## src/rtl/stack_pkg.sv

```systemverilog
// Shared types for the stack sequencer: opcodes, FSM states and per-opcode decode.
// No ports; imported by stack_op_sequencer, stack_alu and the bench.
package stack_pkg;

    localparam int unsigned DEFAULT_DATA_W = 8;
    localparam int unsigned DEFAULT_DEPTH  = 256;

    typedef enum logic [2:0] {
        OP_PUSH = 3'd0,
        OP_POP  = 3'd1,
        OP_ADD  = 3'd2,
        OP_SUB  = 3'd3,
        OP_AND  = 3'd4,
        OP_OR   = 3'd5,
        OP_DUP  = 3'd6,
        OP_PEEK = 3'd7
    } opcode_e;

    typedef enum logic [2:0] {
        S_IDLE,
        S_RD_B,
        S_RD_A,
        S_LAT_A,
        S_LAT_B,
        S_WR
    } state_e;

    // min_depth: entries that must already be on the stack
    // grows:     net occupancy +1, so the stack must not be full
    // pushes:    a result is written back
    typedef struct packed {
        logic [1:0] min_depth;
        logic       grows;
        logic       pushes;
    } op_info_t;

    function automatic op_info_t op_decode(input opcode_e op);
        op_info_t info;
        info = '0;
        case (op)
            OP_PUSH: begin
                info.grows  = 1'b1;
                info.pushes = 1'b1;
            end
            OP_POP, OP_PEEK: begin
                info.min_depth = 2'd1;
            end
            OP_DUP: begin
                info.min_depth = 2'd1;
                info.grows     = 1'b1;
                info.pushes    = 1'b1;
            end
            default: begin
                info.min_depth = 2'd2;
                info.pushes    = 1'b1;
            end
        endcase
        return info;
    endfunction

endpackage

```

## src/rtl/stack_alu.sv

```systemverilog
// Combinational ALU for the binary stack ops; y = a op b, non-ALU opcodes pass b.
// Ports: opcode (operation), a (entry below top), b (old top), y (result).
module stack_alu
    import stack_pkg::*;
#(
    parameter int unsigned DATA_W = DEFAULT_DATA_W
) (
    input  opcode_e           opcode,
    input  logic [DATA_W-1:0] a,
    input  logic [DATA_W-1:0] b,
    output logic [DATA_W-1:0] y
);

    always_comb begin
        y = b;
        case (opcode)
            OP_ADD:  y = a + b;
            OP_SUB:  y = a - b;
            OP_AND:  y = a & b;
            OP_OR:   y = a | b;
            default: y = b;
        endcase
    end

endmodule

```

## src/rtl/stack_op_sequencer.sv

```systemverilog
// Stack-machine sequencer driving push/pop/top strobes of an external LIFO.
// Ports: clk, rst (async, active-high); instr_valid/instr_ready/opcode/imm
// instruction handshake; stk_push/stk_pop/stk_top/stk_din/stk_dout stack side;
// result/result_valid completion; err sticky illegal-op flag; depth occupancy.
module stack_op_sequencer
    import stack_pkg::*;
#(
    parameter int unsigned DATA_W = DEFAULT_DATA_W,
    parameter int unsigned DEPTH  = DEFAULT_DEPTH
) (
    input  logic                  clk,
    input  logic                  rst,
    input  logic                  instr_valid,
    output logic                  instr_ready,
    input  logic [2:0]            opcode,
    input  logic [DATA_W-1:0]     imm,
    output logic                  stk_push,
    output logic                  stk_pop,
    output logic                  stk_top,
    output logic [DATA_W-1:0]     stk_din,
    input  logic [DATA_W-1:0]     stk_dout,
    output logic [DATA_W-1:0]     result,
    output logic                  result_valid,
    output logic                  err,
    output logic [$clog2(DEPTH):0] depth
);

    localparam int unsigned DEPTH_W = $clog2(DEPTH) + 1;

    state_e            state, state_nx;
    opcode_e           op_in, op_q;
    op_info_t          info;
    logic [DATA_W-1:0] b_q, alu_y, din_nx, res_nx;
    logic              push_nx, pop_nx, top_nx, done_nx, illegal, accept;

    assign op_in = opcode_e'(opcode);

    stack_alu #(.DATA_W(DATA_W)) u_alu (
        .opcode (op_q),
        .a      (stk_dout),
        .b      (b_q),
        .y      (alu_y)
    );

    // Next state, next strobes, write data and completion
    always_comb begin
        state_nx = state;
        push_nx  = 1'b0;
        pop_nx   = 1'b0;
        top_nx   = 1'b0;
        done_nx  = 1'b0;
        illegal  = 1'b0;
        accept   = 1'b0;
        din_nx   = '0;
        res_nx   = result;
        info     = op_decode((state == S_IDLE) ? op_in : op_q);
        case (state)
            S_IDLE: begin
                if (instr_valid && instr_ready) begin
                    accept = 1'b1;
                    if ((depth < DEPTH_W'(info.min_depth)) ||
                        (info.grows && (depth >= DEPTH_W'(DEPTH)))) begin
                        illegal = 1'b1;
                    end else if (op_in == OP_PUSH) begin
                        state_nx = S_WR;
                        push_nx  = 1'b1;
                        din_nx   = imm;
                    end else begin
                        state_nx = S_RD_B;
                        if (op_in == OP_DUP || op_in == OP_PEEK) top_nx = 1'b1;
                        else                                     pop_nx = 1'b1;
                    end
                end
            end
            S_RD_B: begin
                // binary ops are the only ones needing a second operand
                if (info.min_depth == 2'd2) begin
                    state_nx = S_RD_A;
                    pop_nx   = 1'b1;
                end else begin
                    state_nx = S_LAT_B;
                end
            end
            S_RD_A: state_nx = S_LAT_A;
            S_LAT_A: begin
                state_nx = S_WR;
                push_nx  = 1'b1;
                din_nx   = alu_y;
            end
            S_LAT_B: begin
                if (info.pushes) begin
                    state_nx = S_WR;
                    push_nx  = 1'b1;
                    din_nx   = stk_dout;
                end else begin
                    state_nx = S_IDLE;
                    done_nx  = 1'b1;
                    res_nx   = stk_dout;
                end
            end
            S_WR: begin
                state_nx = S_IDLE;
                done_nx  = 1'b1;
                res_nx   = stk_din;
            end
            default: state_nx = S_IDLE;
        endcase
    end

    // State, registered outputs, operand latch and occupancy
    always_ff @(posedge clk or posedge rst) begin
        if (rst) begin
            state        <= S_IDLE;
            op_q         <= OP_PUSH;
            b_q          <= '0;
            instr_ready  <= 1'b0;
            stk_push     <= 1'b0;
            stk_pop      <= 1'b0;
            stk_top      <= 1'b0;
            stk_din      <= '0;
            result       <= '0;
            result_valid <= 1'b0;
            err          <= 1'b0;
            depth        <= '0;
        end else begin
            state        <= state_nx;
            instr_ready  <= (state_nx == S_IDLE);
            stk_push     <= push_nx;
            stk_pop      <= pop_nx;
            stk_top      <= top_nx;
            stk_din      <= din_nx;
            result       <= res_nx;
            result_valid <= done_nx;
            if (illegal) err <= 1'b1;
            if (accept) op_q <= op_in;
            if (state == S_RD_A) b_q <= stk_dout;
            case ({stk_push, stk_pop})
                2'b10:   depth <= depth + DEPTH_W'(1);
                2'b01:   depth <= depth - DEPTH_W'(1);
                default: ;
            endcase
        end
    end

endmodule

```

## config.mk

```make
export PLATFORM = sky130hd
export DESIGN_NAME = stack_op_sequencer
export DESIGN_NICKNAME = d
export VERILOG_FILES = /design/src/rtl/stack_pkg.sv /design/src/rtl/stack_alu.sv /design/src/rtl/stack_op_sequencer.sv
export SDC_FILE = /design/constraint.sdc
export NUM_CORES = 1
export LEC_CHECK = 0
export BUFFER_PORTS_ARGS = -buffer_cell sky130_fd_sc_hd__buf_2
export CORE_MARGIN = 2
export CORE_UTILIZATION = 56
export CTS_BUF_LIST = sky130_fd_sc_hd__clkbuf_16
export CTS_CLUSTER_DIAMETER = 30
export DETAILED_ROUTE_END_ITERATION = 8
export PLACE_DENSITY_LB_ADDON = 0.08
export SETUP_SLACK_MARGIN = 0.3
export SYNTH_ARGS = -nofsm -noshare
export SYNTH_HDL_FRONTEND = slang
export SYNTH_SLANG_ARGS = --single-unit
```

## constraint.sdc

```tcl
create_clock -name clk -period 3.7 [get_ports clk]
set_input_delay 0.185 -clock clk [delete_from_list [all_inputs] [get_ports clk]]
set_output_delay 0.185 -clock clk [all_outputs]
set_load 0.03 [all_outputs]
```

==> flow_summary.json <==
{
  "status": "complete, no violations",
  "yosys-top-cells-area": "dfrtp_1 37%, ha_1 7.9%, a21oi_1 6.1%",
  "wire_per_inst_um": 15.3,
  "tightest_slew_ns": 0.973,
  "dr.max_layer_used": "met4",
  "min_period_over_period_pct": 79.0,
  "switching_share_pct": 47.3,
  "port_buffers": 52,
  "antenna_found_initial": 0,
  "rows": 26,
  "gp_congestion": 0.935,
  "maxSlewViolCount": 0,
  "cts_root_buffer": "clkbuf_16",
  "critPathKind": "flip-flop to flip-flop",
  "regArea_sq_um": 1130,
  "reg2regPathDepth": 11,
  "slew_headroom_pct": 35.1,
  "setup-violations-final": 0,
  "cap_viol_max_count": 0,
  "min_path_type": "input pin to async pin",
  "drt-initial-drc-count": 185,
  "cp.arrival_ns": 3.07,
  "die-area_sq_um": 6000,
  "clockBufferDepth": 2,
  "synth_top_cell_area_share_pct": 37.3,
  "power.share.clock_pct": 13.5,
  "synth-seq-cells": 45,
  "final_nets": 435,
  "clock-sinks": 45,
  "grt_max_degree": 46,
  "antennaDiodeCount": 0,
  "syn_to_final_growth_pct": 15.7,
  "fmax_mhz": 342,
  "synth_seq_area_share_pct": 37.3,
  "dp_slack_ns": 0.818,
  "synth_most_common_cell": "dfrtp_1",
  "wl_met2_um": 3260,
  "p_per_area_nw_per_um2": 1040,
  "dp_hpwl_um": 5320,
  "ys.flop_type": "dfrtp_1",
  "hold_viol": 0,
  "critPathLaunchType": "flip-flop",
  "ir_drop_mv": 0.470,
  "p_leak_uw": 0.00173,
  "cts_buffers": 5,
  "initial_utilization_pct": 58.4,
  "wl_met3_um": 428,
  "io-pin-count": 53,
  "synth_nets": 387,
  "combPwrFrac_pct": 60.9,
  "p_int_uw": 1920,
  "finClkSkew_ns": 0.00631,
  "syn_avg_cell_area_sq_um": 8.78,
  "grt_usage_pct": 25.0,
  "finalCriticalPeriod_ns": 2.92,
  "drive_above_1_share_pct": 19.3,
  "seqPwrFrac_pct": 25.6,
  "die_h_um": 77.5,
  "synth_area_leader_cell": "dfrtp_1",
  "cts_tree": "done",
  "ctsResizeCount": 0,
  "drt-met1-wl_um": 3340,
  "clk_pin_slew_ns": 0.06,
  "grt_overflow": 0,
  "critPathRequiredTime_ns": 3.85,
  "yosysWarnings": 0,
  "worstPathMaxFanout": 7,
  "cts_hold_buf": 0,
  "die_w_um": 77.5,
  "core_area_sq_um": 5170,
  "grt_pass1_wl_um": 12100,
  "drc": 0,
  "n_fill_cell": 426,
  "vias": 2680,
  "synth_cell_types": 46,
  "critPathCaptureType": "flip-flop",
  "cts-htree-levels": 2,
  "grt_pass1_vias": 2510,
  "antenna_left": 0,
  "fin_setup_tns_ns": 0,
  "synth_edf_count": 0,
  "insertion_delay_ns": 0.28,
  "wirelength_um": 7090,
  "synthCells": 344,
  "dr.pass1.iters": 4,
  "p_sw_uw": 1720,
  "viasPerCell": 5.79,
  "synthArstFlopShare_pct": 100,
  "cts_setup_buffers": 0,
  "rsz0062_at_grt": "no",
  "synth_area_sq_um": 3020,
  "worst_slack_ns": 0.777,
  "multi_input_area_sq_um": 1780,
  "yosys-top-cells-count": "45 x dfrtp_1, 37 x a21oi_1, 35 x nand2_1"
}
-- per-layer routing --
metal,up-vias,GRT usage [%]
met2,87,39.0
met1,1282,36.5
met3,5,3.60
met5,-,0
met4,0,6.79
li1,1306,-
-- final timing paths --
path | from | to | slack, ns
setup / recovery | op_q[2]$_DFFE_PP0P_ | stk_din[7]$_DFF_PP0_ | 0.78
hold / removal | rst | depth[0]$_DFFE_PP0P_ | 0.04
setup reg to reg | op_q[2]$_DFFE_PP0P_ | stk_din[7]$_DFF_PP0_ | 0.78
hold reg to reg | err$_DFFE_PP0P_ | err$_DFFE_PP0P_ | 0.46
max in group asynchronous | rst | result_valid$_DFF_PP0_ | 3.28
min in group clk | imm[3] | stk_din[3]$_DFF_PP0_ | 0.11
-- power groups by stage --
stage | registers [uW] | clock network [uW] | logic, uW
after floorplan | 1150 | 0 | 1480
after global placement | 927 | 0 | 2140
after detailed placement | 933 | 0 | 2200
after global routing | 971 | 521 | 2470
after CTS | 928 | 501 | 2210
final | 932 | 492 | 2220
-- through the flow --
step	instances	util, %	cell area, sq um	total power, uW	hold slack [ns]
after global routing	463	67.6	3500	3960	0.108
after global placement	455	64.5	3330	3070	0.350
after detailed placement	455	64.5	3330	3130	0.365
after CTS	463	67.6	3500	3640	0.0654
final	463	67.6	3500	3650	0.0404
after floorplan	344	-	3020	2630	0.297
-- critical path, stage by stage (launching register included) --
cell,delay [ns]
dfrtp_1,0.38
nor2b_1,0.32
and2_1,0.34
mux2_2,0.40
inv_1,0.06
ha_1,0.21
a21o_1,0.20
a211o_1,0.31
a21o_1,0.19
a21oi_1,0.17
xnor2_1,0.13
o21ai_0,0.08
-- registers in the layout, summed over array words and instances, names as in the netlist --
name / flops
stk_din: 8
result_valid: 1
stk_top: 1
err: 1
b_q: 8
depth: 9
stk_pop: 1
instr_ready: 1
op_q: 3
stk_push: 1
result: 8
state: 3
-- cell families after synthesis --
group	count (synthesis)	share of synthesized area (%)
AND/OR/NAND/NOR	117	18.8
AO/OA/AOI/OAI	91	17.8
flip-flops	45	37.3
buffers and inverters	29	3.89
XOR/XNOR	23	6.67
adder cells (fa/ha/maj)	21	9.19
multiplexers	18	6.38
-- cells in the final DEF, fill, tap and decap left out, types with 5 or more instances in the layout --
master / n
dfrtp_1: 45
clkbuf_16: 5
a221o_1: 5
mux2i_1: 8
inv_1: 14
mux2_2: 10
nand2_1: 35
nor2_1: 34
o21ai_0: 25
nor2b_1: 5
xnor2_1: 15
xor2_1: 8
buf_2: 52
and2_1: 5
ha_1: 19
a31oi_1: 6
a21oi_1: 37
nand2b_1: 5
nor3_1: 13
-- cell type report --
cell class | instances | area share, %
multi-input cells | 270 | 50.8
repair buffers | 56 | 8.30
clock buffers | 5 | 3.58
well taps | 70 | 2.50
flip-flops and latches | 45 | 32.2
inverters | 14 | 1.50
clock inverters | 3 | 1.07
(Power assumes the default switching activity.)
